`src/rtl/vga_pkg.sv`:
```
// Shared timing defaults and types for the VGA read-side scan controller.
// The default timing is standard 640x480 at 60 Hz with a 25.175 MHz pixel clock.
package vga_pkg;

  // Sum of the four segments of one scan axis (active, front porch, sync, back porch)
  function automatic int calc_total(input int active, input int fp, input int sync, input int bp);
    return active + fp + sync + bp;
  endfunction

  // Horizontal timing in pixel clocks
  localparam int DEF_H_ACTIVE = 640;
  localparam int DEF_H_FP     = 16;
  localparam int DEF_H_SYNC   = 96;
  localparam int DEF_H_BP     = 48;
  localparam int DEF_H_TOTAL  = calc_total(DEF_H_ACTIVE, DEF_H_FP, DEF_H_SYNC, DEF_H_BP);

  // Vertical timing in lines
  localparam int DEF_V_ACTIVE = 480;
  localparam int DEF_V_FP     = 10;
  localparam int DEF_V_SYNC   = 2;
  localparam int DEF_V_BP     = 33;
  localparam int DEF_V_TOTAL  = calc_total(DEF_V_ACTIVE, DEF_V_FP, DEF_V_SYNC, DEF_V_BP);

  // Sync polarity: 0 means the sync pulses are driven low
  localparam bit DEF_SYNC_POL = 1'b0;

  // RAM interface widths; the address space has to cover one full visible frame
  localparam int DEF_ADDRW = 20;
  localparam int DEF_DATAW = 24;

  typedef logic [DEF_DATAW-1:0] pixel_t;

endpackage

```
`src/rtl/vga_timing_gen.sv`:
```
// Horizontal/vertical raster counters and the undelayed timing strobes derived
// from them. All strobes are forced low while in reset or while disabled, so the
// consumer can use them directly without extra qualification.
module vga_timing_gen
  import vga_pkg::*;
#(
  parameter int H_ACTIVE = DEF_H_ACTIVE,
  parameter int H_FP     = DEF_H_FP,
  parameter int H_SYNC   = DEF_H_SYNC,
  parameter int H_BP     = DEF_H_BP,
  parameter int V_ACTIVE = DEF_V_ACTIVE,
  parameter int V_FP     = DEF_V_FP,
  parameter int V_SYNC   = DEF_V_SYNC,
  parameter int V_BP     = DEF_V_BP
) (
  input  logic clk,
  input  logic rstN,
  input  logic i_enable,
  output logic o_active,
  output logic o_hsync_raw,
  output logic o_vsync_raw,
  output logic o_frame_start,
  output logic o_frame_end,
  output logic o_v_blank
);

  localparam int H_TOTAL = calc_total(H_ACTIVE, H_FP, H_SYNC, H_BP);
  localparam int V_TOTAL = calc_total(V_ACTIVE, V_FP, V_SYNC, V_BP);

  // One spare code so the exclusive end of a sync window still fits when the
  // back porch is zero.
  localparam int HW = $clog2(H_TOTAL + 1);
  localparam int VW = $clog2(V_TOTAL + 1);

  localparam logic [HW-1:0] C_H_ACT  = HW'(H_ACTIVE);
  localparam logic [HW-1:0] C_HS_BEG = HW'(H_ACTIVE + H_FP);
  localparam logic [HW-1:0] C_HS_END = HW'(H_ACTIVE + H_FP + H_SYNC);
  localparam logic [HW-1:0] C_H_LAST = HW'(H_TOTAL - 1);

  localparam logic [VW-1:0] C_V_ACT  = VW'(V_ACTIVE);
  localparam logic [VW-1:0] C_VS_BEG = VW'(V_ACTIVE + V_FP);
  localparam logic [VW-1:0] C_VS_END = VW'(V_ACTIVE + V_FP + V_SYNC);
  localparam logic [VW-1:0] C_V_LAST = VW'(V_TOTAL - 1);

  logic [HW-1:0] r_h_cnt;
  logic [VW-1:0] r_v_cnt;
  logic          w_h_last;
  logic          w_v_last;
  logic          w_run;

  assign w_h_last = (r_h_cnt == C_H_LAST);
  assign w_v_last = (r_v_cnt == C_V_LAST);

  // Strobes are only meaningful while scanning; reset is folded in so that the
  // combinational outputs are quiet for the whole reset interval, not just
  // after the counters have cleared.
  assign w_run = rstN & i_enable;

  // Raster counters: hCnt wraps every line, vCnt advances on the hCnt wrap and
  // wraps after the last line. Disabling parks both at the frame origin so the
  // next enabled cycle is the first pixel of a fresh frame.
  always_ff @(posedge clk or negedge rstN) begin
    if (!rstN) begin
      r_h_cnt <= '0;
      r_v_cnt <= '0;
    end else if (!i_enable) begin
      r_h_cnt <= '0;
      r_v_cnt <= '0;
    end else if (w_h_last) begin
      r_h_cnt <= '0;
      r_v_cnt <= w_v_last ? '0 : r_v_cnt + VW'(1);
    end else begin
      r_h_cnt <= r_h_cnt + HW'(1);
    end
  end

  // Undelayed timing strobes decoded from the current counter state
  always_comb begin
    o_active      = w_run && (r_h_cnt < C_H_ACT) && (r_v_cnt < C_V_ACT);
    o_hsync_raw   = w_run && (r_h_cnt >= C_HS_BEG) && (r_h_cnt < C_HS_END);
    o_vsync_raw   = w_run && (r_v_cnt >= C_VS_BEG) && (r_v_cnt < C_VS_END);
    o_frame_start = w_run && (r_h_cnt == '0) && (r_v_cnt == '0);
    o_frame_end   = w_run && w_h_last && w_v_last;
    o_v_blank     = w_run && (r_v_cnt >= C_V_ACT);
  end

endmodule

```
`src/rtl/vga_scan_ctrl.sv`:
```
// Read-side sequencer for the dual-port video RAM. Walks the RAM in raster order
// during active video and re-times the returned pixels together with the syncs
// so the display sees rgb, syncs and data-valid on the same clock.
//
// The RAM captures its output on the falling edge, so a word addressed during
// cycle N is sampled here at the rising edge that ends cycle N. A single output
// register stage therefore lines everything up with one cycle of latency.
module vga_scan_ctrl
  import vga_pkg::*;
#(
  parameter int H_ACTIVE = DEF_H_ACTIVE,
  parameter int H_FP     = DEF_H_FP,
  parameter int H_SYNC   = DEF_H_SYNC,
  parameter int H_BP     = DEF_H_BP,
  parameter int V_ACTIVE = DEF_V_ACTIVE,
  parameter int V_FP     = DEF_V_FP,
  parameter int V_SYNC   = DEF_V_SYNC,
  parameter int V_BP     = DEF_V_BP,
  parameter bit SYNC_POL = DEF_SYNC_POL,
  parameter int ADDRW    = DEF_ADDRW,
  parameter int DATAW    = DEF_DATAW
) (
  input  logic             clk,
  input  logic             rstN,
  input  logic             enable,
  input  logic [DATAW-1:0] ramData,
  output logic             readEn,
  output logic [ADDRW-1:0] readPointer,
  output logic [DATAW-1:0] rgbOut,
  output logic             dataValid,
  output logic             hSync,
  output logic             vSync,
  output logic             vBlank,
  output logic             frameStart
);

  // ADDRW must be wide enough that 2**ADDRW >= H_ACTIVE*V_ACTIVE; the pointer
  // never passes the last visible pixel, so no wrap logic is needed here.

  logic w_active;
  logic w_hsync_raw;
  logic w_vsync_raw;
  logic w_frame_start;
  logic w_frame_end;
  logic w_v_blank;
  logic w_read_en;

  logic [ADDRW-1:0] r_read_ptr;
  logic [DATAW-1:0] r_rgb;
  logic             r_data_valid;
  logic             r_hsync;
  logic             r_vsync;

  vga_timing_gen #(
    .H_ACTIVE (H_ACTIVE),
    .H_FP     (H_FP),
    .H_SYNC   (H_SYNC),
    .H_BP     (H_BP),
    .V_ACTIVE (V_ACTIVE),
    .V_FP     (V_FP),
    .V_SYNC   (V_SYNC),
    .V_BP     (V_BP)
  ) u_timing (
    .clk           (clk),
    .rstN          (rstN),
    .i_enable      (enable),
    .o_active      (w_active),
    .o_hsync_raw   (w_hsync_raw),
    .o_vsync_raw   (w_vsync_raw),
    .o_frame_start (w_frame_start),
    .o_frame_end   (w_frame_end),
    .o_v_blank     (w_v_blank)
  );

  // The active decode is already qualified by enable and reset, so it is the
  // read strobe as-is.
  assign w_read_en = w_active;

  // Raster read pointer: advances once per fetched pixel, holds through the
  // blanking intervals and is re-armed to 0 on the final cycle of each frame so
  // the next frame starts at the first RAM word.
  always_ff @(posedge clk or negedge rstN) begin
    if (!rstN) begin
      r_read_ptr <= '0;
    end else if (!enable || w_frame_end) begin
      r_read_ptr <= '0;
    end else if (w_read_en) begin
      r_read_ptr <= r_read_ptr + ADDRW'(1);
    end
  end

  // Output alignment stage: pixel, valid and syncs all leave on the same edge.
  // Pixels are blanked to zero outside active video so the display never sees
  // stale RAM data in the porches.
  always_ff @(posedge clk or negedge rstN) begin
    if (!rstN) begin
      r_rgb        <= '0;
      r_data_valid <= 1'b0;
      r_hsync      <= ~SYNC_POL;
      r_vsync      <= ~SYNC_POL;
    end else begin
      r_rgb        <= w_read_en ? ramData : '0;
      r_data_valid <= w_read_en;
      r_hsync      <= w_hsync_raw ? SYNC_POL : ~SYNC_POL;
      r_vsync      <= w_vsync_raw ? SYNC_POL : ~SYNC_POL;
    end
  end

  assign readEn      = w_read_en;
  assign readPointer = r_read_ptr;
  assign rgbOut      = r_rgb;
  assign dataValid   = r_data_valid;
  assign hSync       = r_hsync;
  assign vSync       = r_vsync;
  assign vBlank      = w_v_blank;
  assign frameStart  = w_frame_start;

endmodule

```
`config.mk`:
```
export PLATFORM = sky130hd
export DESIGN_NAME = vga_scan_ctrl
export DESIGN_NICKNAME = d
export VERILOG_FILES = /design/src/rtl/vga_pkg.sv /design/src/rtl/vga_timing_gen.sv /design/src/rtl/vga_scan_ctrl.sv
export SDC_FILE = /design/constraint.sdc
export NUM_CORES = 1
export LEC_CHECK = 0
export ABC_CLOCK_PERIOD_IN_PS = 2600
export CORE_UTILIZATION = 49
export CTS_CLUSTER_SIZE = 10
export DETAILED_ROUTE_END_ITERATION = 7
export GPL_ROUTABILITY_DRIVEN = 0
export PLACE_DENSITY = 0.8
export SYNTH_ARGS = -nofsm -noshare
export SYNTH_HDL_FRONTEND = slang
export SYNTH_SLANG_ARGS = --single-unit
```
`constraint.sdc`:
```
create_clock -name clk -period 2.6 [get_ports clk]
set_input_delay 0.78 -clock clk [delete_from_list [all_inputs] [get_ports clk]]
set_output_delay 0.78 -clock clk [all_outputs]
set_load 0.005 [all_outputs]
```
Word-level counts from Yosys, hierarchy flattened
Cells that the tools add are included.
{"block": "totals", "ff_bits": 67}
{"block": "op_classes", "eq_ne": 3, "magnitude_cmp": 7, "add_sub_neg": 3, "reduce_logical": 16, "bitwise": 1, "muxes": 10}
{"operator": "$mux 10", "n": 5}
{"operator": "$mux 20", "n": 2}
{"operator": "$mux 24", "n": 1}
{"operator": "$add 10x1->10 const B", "n": 2}
{"operator": "$add 20x1->20 const B", "n": 1}
{"operator": "$eq 10x10->1 const B", "n": 2}
{"operator": "$ge 10x9->1 const B", "n": 2}
{"operator": "$logic_not 10->1", "n": 2}
{"operator": "$lt 10x10->1 const B", "n": 2}
{"operator": "$lt 10x9->1 const B", "n": 2}
{"operator": "$logic_and 1x1->1", "n": 11}
{"operator": "$ge 10x10->1 const B", "n": 1}
{"operator": "$mux 1", "n": 2}
{"operator": "$ne 2x1->1 const B", "n": 1}
{"operator": "$reduce_bool 2->1", "n": 1}
{"operator": "$and 1x1->1", "n": 1}
{"operator": "$logic_not 1->1", "n": 1}
{"operator": "$logic_or 1x1->1", "n": 1}

Logic depth before layout (Yosys ltp)
{"block": "depth", "depth_word": 5, "mapped_depth": 6, "depth_no_buf": 5}

Cells and area by module
A second synthesis with hierarchy kept.
{"block": "hier_totals", "hier_cells": 295, "hier_area_um2": 3110.5}
{"module": "vga_scan_ctrl", "seq_area_each_um2": 1178.6, "cells_each": 157, "area_each_um2": 1894.3, "instances": 1}
{"module": "vga_timing_gen", "seq_area_each_um2": 500.5, "cells_each": 138, "area_each_um2": 1216.2, "instances": 1}

Worst setup path before layout
No wires, ideal clock.
{"block": "synth_path", "kind": "input -> output", "startpoint": "input rstN", "endpoint": "output readEn", "required_ns": 1.820, "slack_ns": 0.183, "arrival_ns": 1.637, "cell_stages": 4, "cell_sequence": "and3b_1 > and3_1 > clkbuf_1 > clkbuf_1"}
{"block": "synth_between", "elab_chain_cells": 3}
{"element": "start: declaration", "line_no": "vga_scan_ctrl.sv:24", "source": "input logic rstN,"}
{"element": "$and 1x1->1", "line_no": "vga_timing_gen.sv:57", "source": "assign w_run = rstN & i_enable;"}
{"element": "$logic_and 1x1->1 (2 in a row)", "line_no": "vga_timing_gen.sv:79", "source": "o_active = w_run && (r_h_cnt < C_H_ACT) && (r_v_cnt < C_V_ACT);"}
{"element": "end: declaration", "line_no": "vga_scan_ctrl.sv:27", "source": "output logic readEn,"}
No other way between the ends.

Worst setup path after layout
{"block": "layout_path", "startpoint": "register u_timing.r_h_cnt[2]", "endpoint": "output frameStart"}
{"block": "layout_between", "elab_chain_cells": 3}
{"element": "start: declaration", "line_no": "vga_timing_gen.sv:45", "source": "logic [HW-1:0] r_h_cnt;"}
{"element": "start signal: assignment", "line_no": "vga_timing_gen.sv:73", "source": "r_h_cnt <= r_h_cnt + HW'(1);"}
{"element": "$logic_not 10->1", "line_no": "vga_timing_gen.sv:82", "source": "o_frame_start = w_run && (r_h_cnt == '0) && (r_v_cnt == '0);"}
{"element": "$logic_and 1x1->1 (2 in a row)", "line_no": "vga_timing_gen.sv:82"}
{"element": "end: declaration", "line_no": "vga_scan_ctrl.sv:34", "source": "output logic frameStart"}
No other way between the ends.

==> impl_metrics.tcl <==
set metrics [dict create \
    crit_path_top_delay_cell "dfrtp_1" \
    setup_viol 0 \
    drcViolationCount 0 \
    grt_max_degree 67 \
    place_area_um2 4080 \
    critPathArrivalTime_ns 1.73 \
    grtUsageMet1 0.328 \
    fin_nets 428 \
    dr.first_iter.drc_count 208 \
    initial_core_util 0.513 \
    met3_usage 0.0517 \
    async_reset_ff_frac 1.00 \
    grt_pass1_wl_um 11900 \
    insertion_delay_ns 0.33 \
    tritoncts "done" \
    period_needed_ns 2.51 \
    path_delay_family "simple AND/OR/NAND/NOR gates" \
    synth_flop_cell "dfrtp_1" \
    syn-cell-area_um2 3070 \
    drt-pass1-iter-count 4 \
    final_common_cell "clkdlybuf4s50_1" \
    via_per_inst 5.70 \
    yosys_register_bits 67 \
    reg2reg_depth 5 \
    clockRootBuffer "clkbuf_8" \
    setup_tns_ns 0 \
    worst-path-buf-inv 1 \
    die_x_um 81.2 \
    path_clk_slew_ns 0.07 \
    crit_cells 4 \
    syn_area_per_cell_um2 10.4 \
    place_hpwl_um 5010 \
    cts_buffers 9 \
    vias 2712 \
    crit_required_ns 1.82 \
    io_pins 77 \
    cap_violations 0 \
    grtUsageMet2 0.370 \
    gr-total-overflow 0 \
    stdcell_area_um2 4360 \
    routed_wl_um 7460 \
    h-tree-depth 3 \
    yosys_warnings 0 \
    outcome "finished, final reports clean" \
    path_cells "nor4_1 -> nand4b_1 -> nor4_2 -> clkdlybuf4s15_2" \
    path_max_fanout 2 \
    fmax_ghz 0.398 \
    wl_per_cell_um 15.7 \
    cp-start-kind "flip-flop" \
    synth-edff-count 0 \
    syn_inst 296 \
    antenna_cells 0 \
    hp-class "input pin to asynchronous set/reset pin" \
    drtAntennaViolNets 0 \
    crit_start "u_timing.r_h_cnt[2]" \
    yosysSeqAreaShare 0.546 \
    syn_to_final_growth_pct 41.8 \
    die_y_um 81.2 \
    reg2reg_from "u_timing.r_h_cnt[0]" \
    synthDistinctLibCells 37 \
    numPortBuffers 76 \
    core_region_area_um2 5990 \
    grtUsageTotal 0.242 \
    clock-sinks 67 \
    power_mw 2.31 \
    fillers 406 \
    worst_pin_slew_ns 0.822 \
    postCtsSetupBuffers 0 \
    clk_path_buf_depth 2 \
    crit_type "flip-flop to primary output" \
    antenna_found_initial 0 \
    grt_pass1_vias 2492 \
    hold_viol_final 0 \
    fin_skew_ns 0.00550 \
    end_kind "primary output" \
    synth_fp_nets 328 \
    drv_slew 0 \
    relSlewSlack 0.452 \
    ctsHoldBuffers 0 \
    powerDensity_nw_per_um2 530 \
    ir_worst_vdd_uv 330 \
    p_leak_nw 1.84 \
    busiest_layer "met2" \
    critPathMaxStageDelay_ns 0.40 \
    drive_gt1_frac 0.150 \
    fp.dieArea_um2 6590 \
    fin_crit_sh 0.967 \
    mostFrequentLayoutCells "clkdlybuf4s50_1, dfrtp_1, buf_4" \
    rows 28 \
]
==> stage by stage <==
stage                     hold slack (ns)  worst slack (ns)   util  cells
final                               0.385            0.0870  0.728    476
after global routing                0.393           -0.0321  0.728    476
after CTS                           0.363           -0.0839  0.723    476
after detailed placement            0.504            -0.402  0.681    460
after global placement              0.495            -0.380  0.681    460
after floorplan                     0.474             0.183      -    296
==> flip-flops by register name (all words and copies together), names as in the netlist <==
register and cells:
readPointer 20, rgbOut 24, hSync 1, vSync 1
u_timing.r_v_cnt 10, dataValid 1, u_timing.r_h_cnt 10
==> logic make-up (layout without fill, tap and decap cells) <==
| kind of cell | count (synthesis) | after routing | synth area share |
|---|---|---|---|
| AO/OA/AOI/OAI | 53 | 53 | 0.0997 |
| XOR/XNOR | 12 | 12 | 0.0342 |
| adder cells (fa/ha/maj) | 5 | 5 | 0.0204 |
| buffers and inverters | 25 | 130 | 0.0346 |
| flip-flops | 67 | 67 | 0.546 |
| multiplexers | 1 | 1 | 0.00326 |
| AND/OR/NAND/NOR | 133 | 133 | 0.262 |
==> per-layer routing <==
layer	up-vias	share of wire
met1	1330	0.41
li1	1268	-
met5	-	0
met4	0	0.024
met3	15	0.069
met2	99	0.49
==> cell type report <==
cell class | count | area, µm² | area share
flip-flops and latches | 67 | 1680 | 0.385
well taps | 75 | 93.8 | 0.0215
inverters | 10 | 37.5 | 0.00861
repair buffers | 104 | 978 | 0.224
multi-input cells | 204 | 1320 | 0.303
clock inverters | 6 | 111 | 0.0255
clock buffers | 10 | 138 | 0.0316
==> path summary, 6_finish.rpt <==
check,slack (ns),to
setup / recovery,0.09,frameStart
hold / removal,0.39,u_timing.r_v_cnt[7]
setup reg to reg,0.44,u_timing.r_v_cnt[9]
hold reg to reg,0.51,u_timing.r_h_cnt[0]
max in group asynchronous,1.34,u_timing.r_v_cnt[0]
min in group clk,0.51,u_timing.r_h_cnt[0]
==> report_power, final <==
part / internal, mW / total (mW) / switching [mW]
combinational: 0.0926 / 0.165 / 0.0728
sequential: 1.06 / 1.07 / 0.0106
clock: 0.665 / 1.07 / 0.408
==> synth_stat cells, types with 4 or more instances <==
cell	n	area share
a21oi_1	25	0.041
nand3_1	13	0.021
nor4_1	4	0.0081
nand4_1	11	0.022
or3_1	11	0.022
nor2_1	15	0.018
and4_1	4	0.011
nand2_1	14	0.017
inv_1	10	0.012
o31ai_1	13	0.032
xor2_1	6	0.017
or4_1	14	0.034
dfrtp_1	65	0.53
and3_1	7	0.014
and2_1	25	0.051
clkbuf_1	10	0.012
ha_1	5	0.020
buf_2	4	0.0065
xnor2_1	6	0.017
o21ai_0	12	0.020
==> worst reg2reg max path, cell delays in order (launching register included) <==
cell	delay (ns)
dfrtp_1	0.40
ha_1	0.25
nand4_2	0.13
or4_4	0.60
o21ai_0	0.54
a21oi_1	0.10
==> what timing repair did <==
item	CTS	global route
gates resized for setup	11	6
pin swaps	1	1
setup endpoints to repair	3	3
Power figures use the tool's default switching activity.
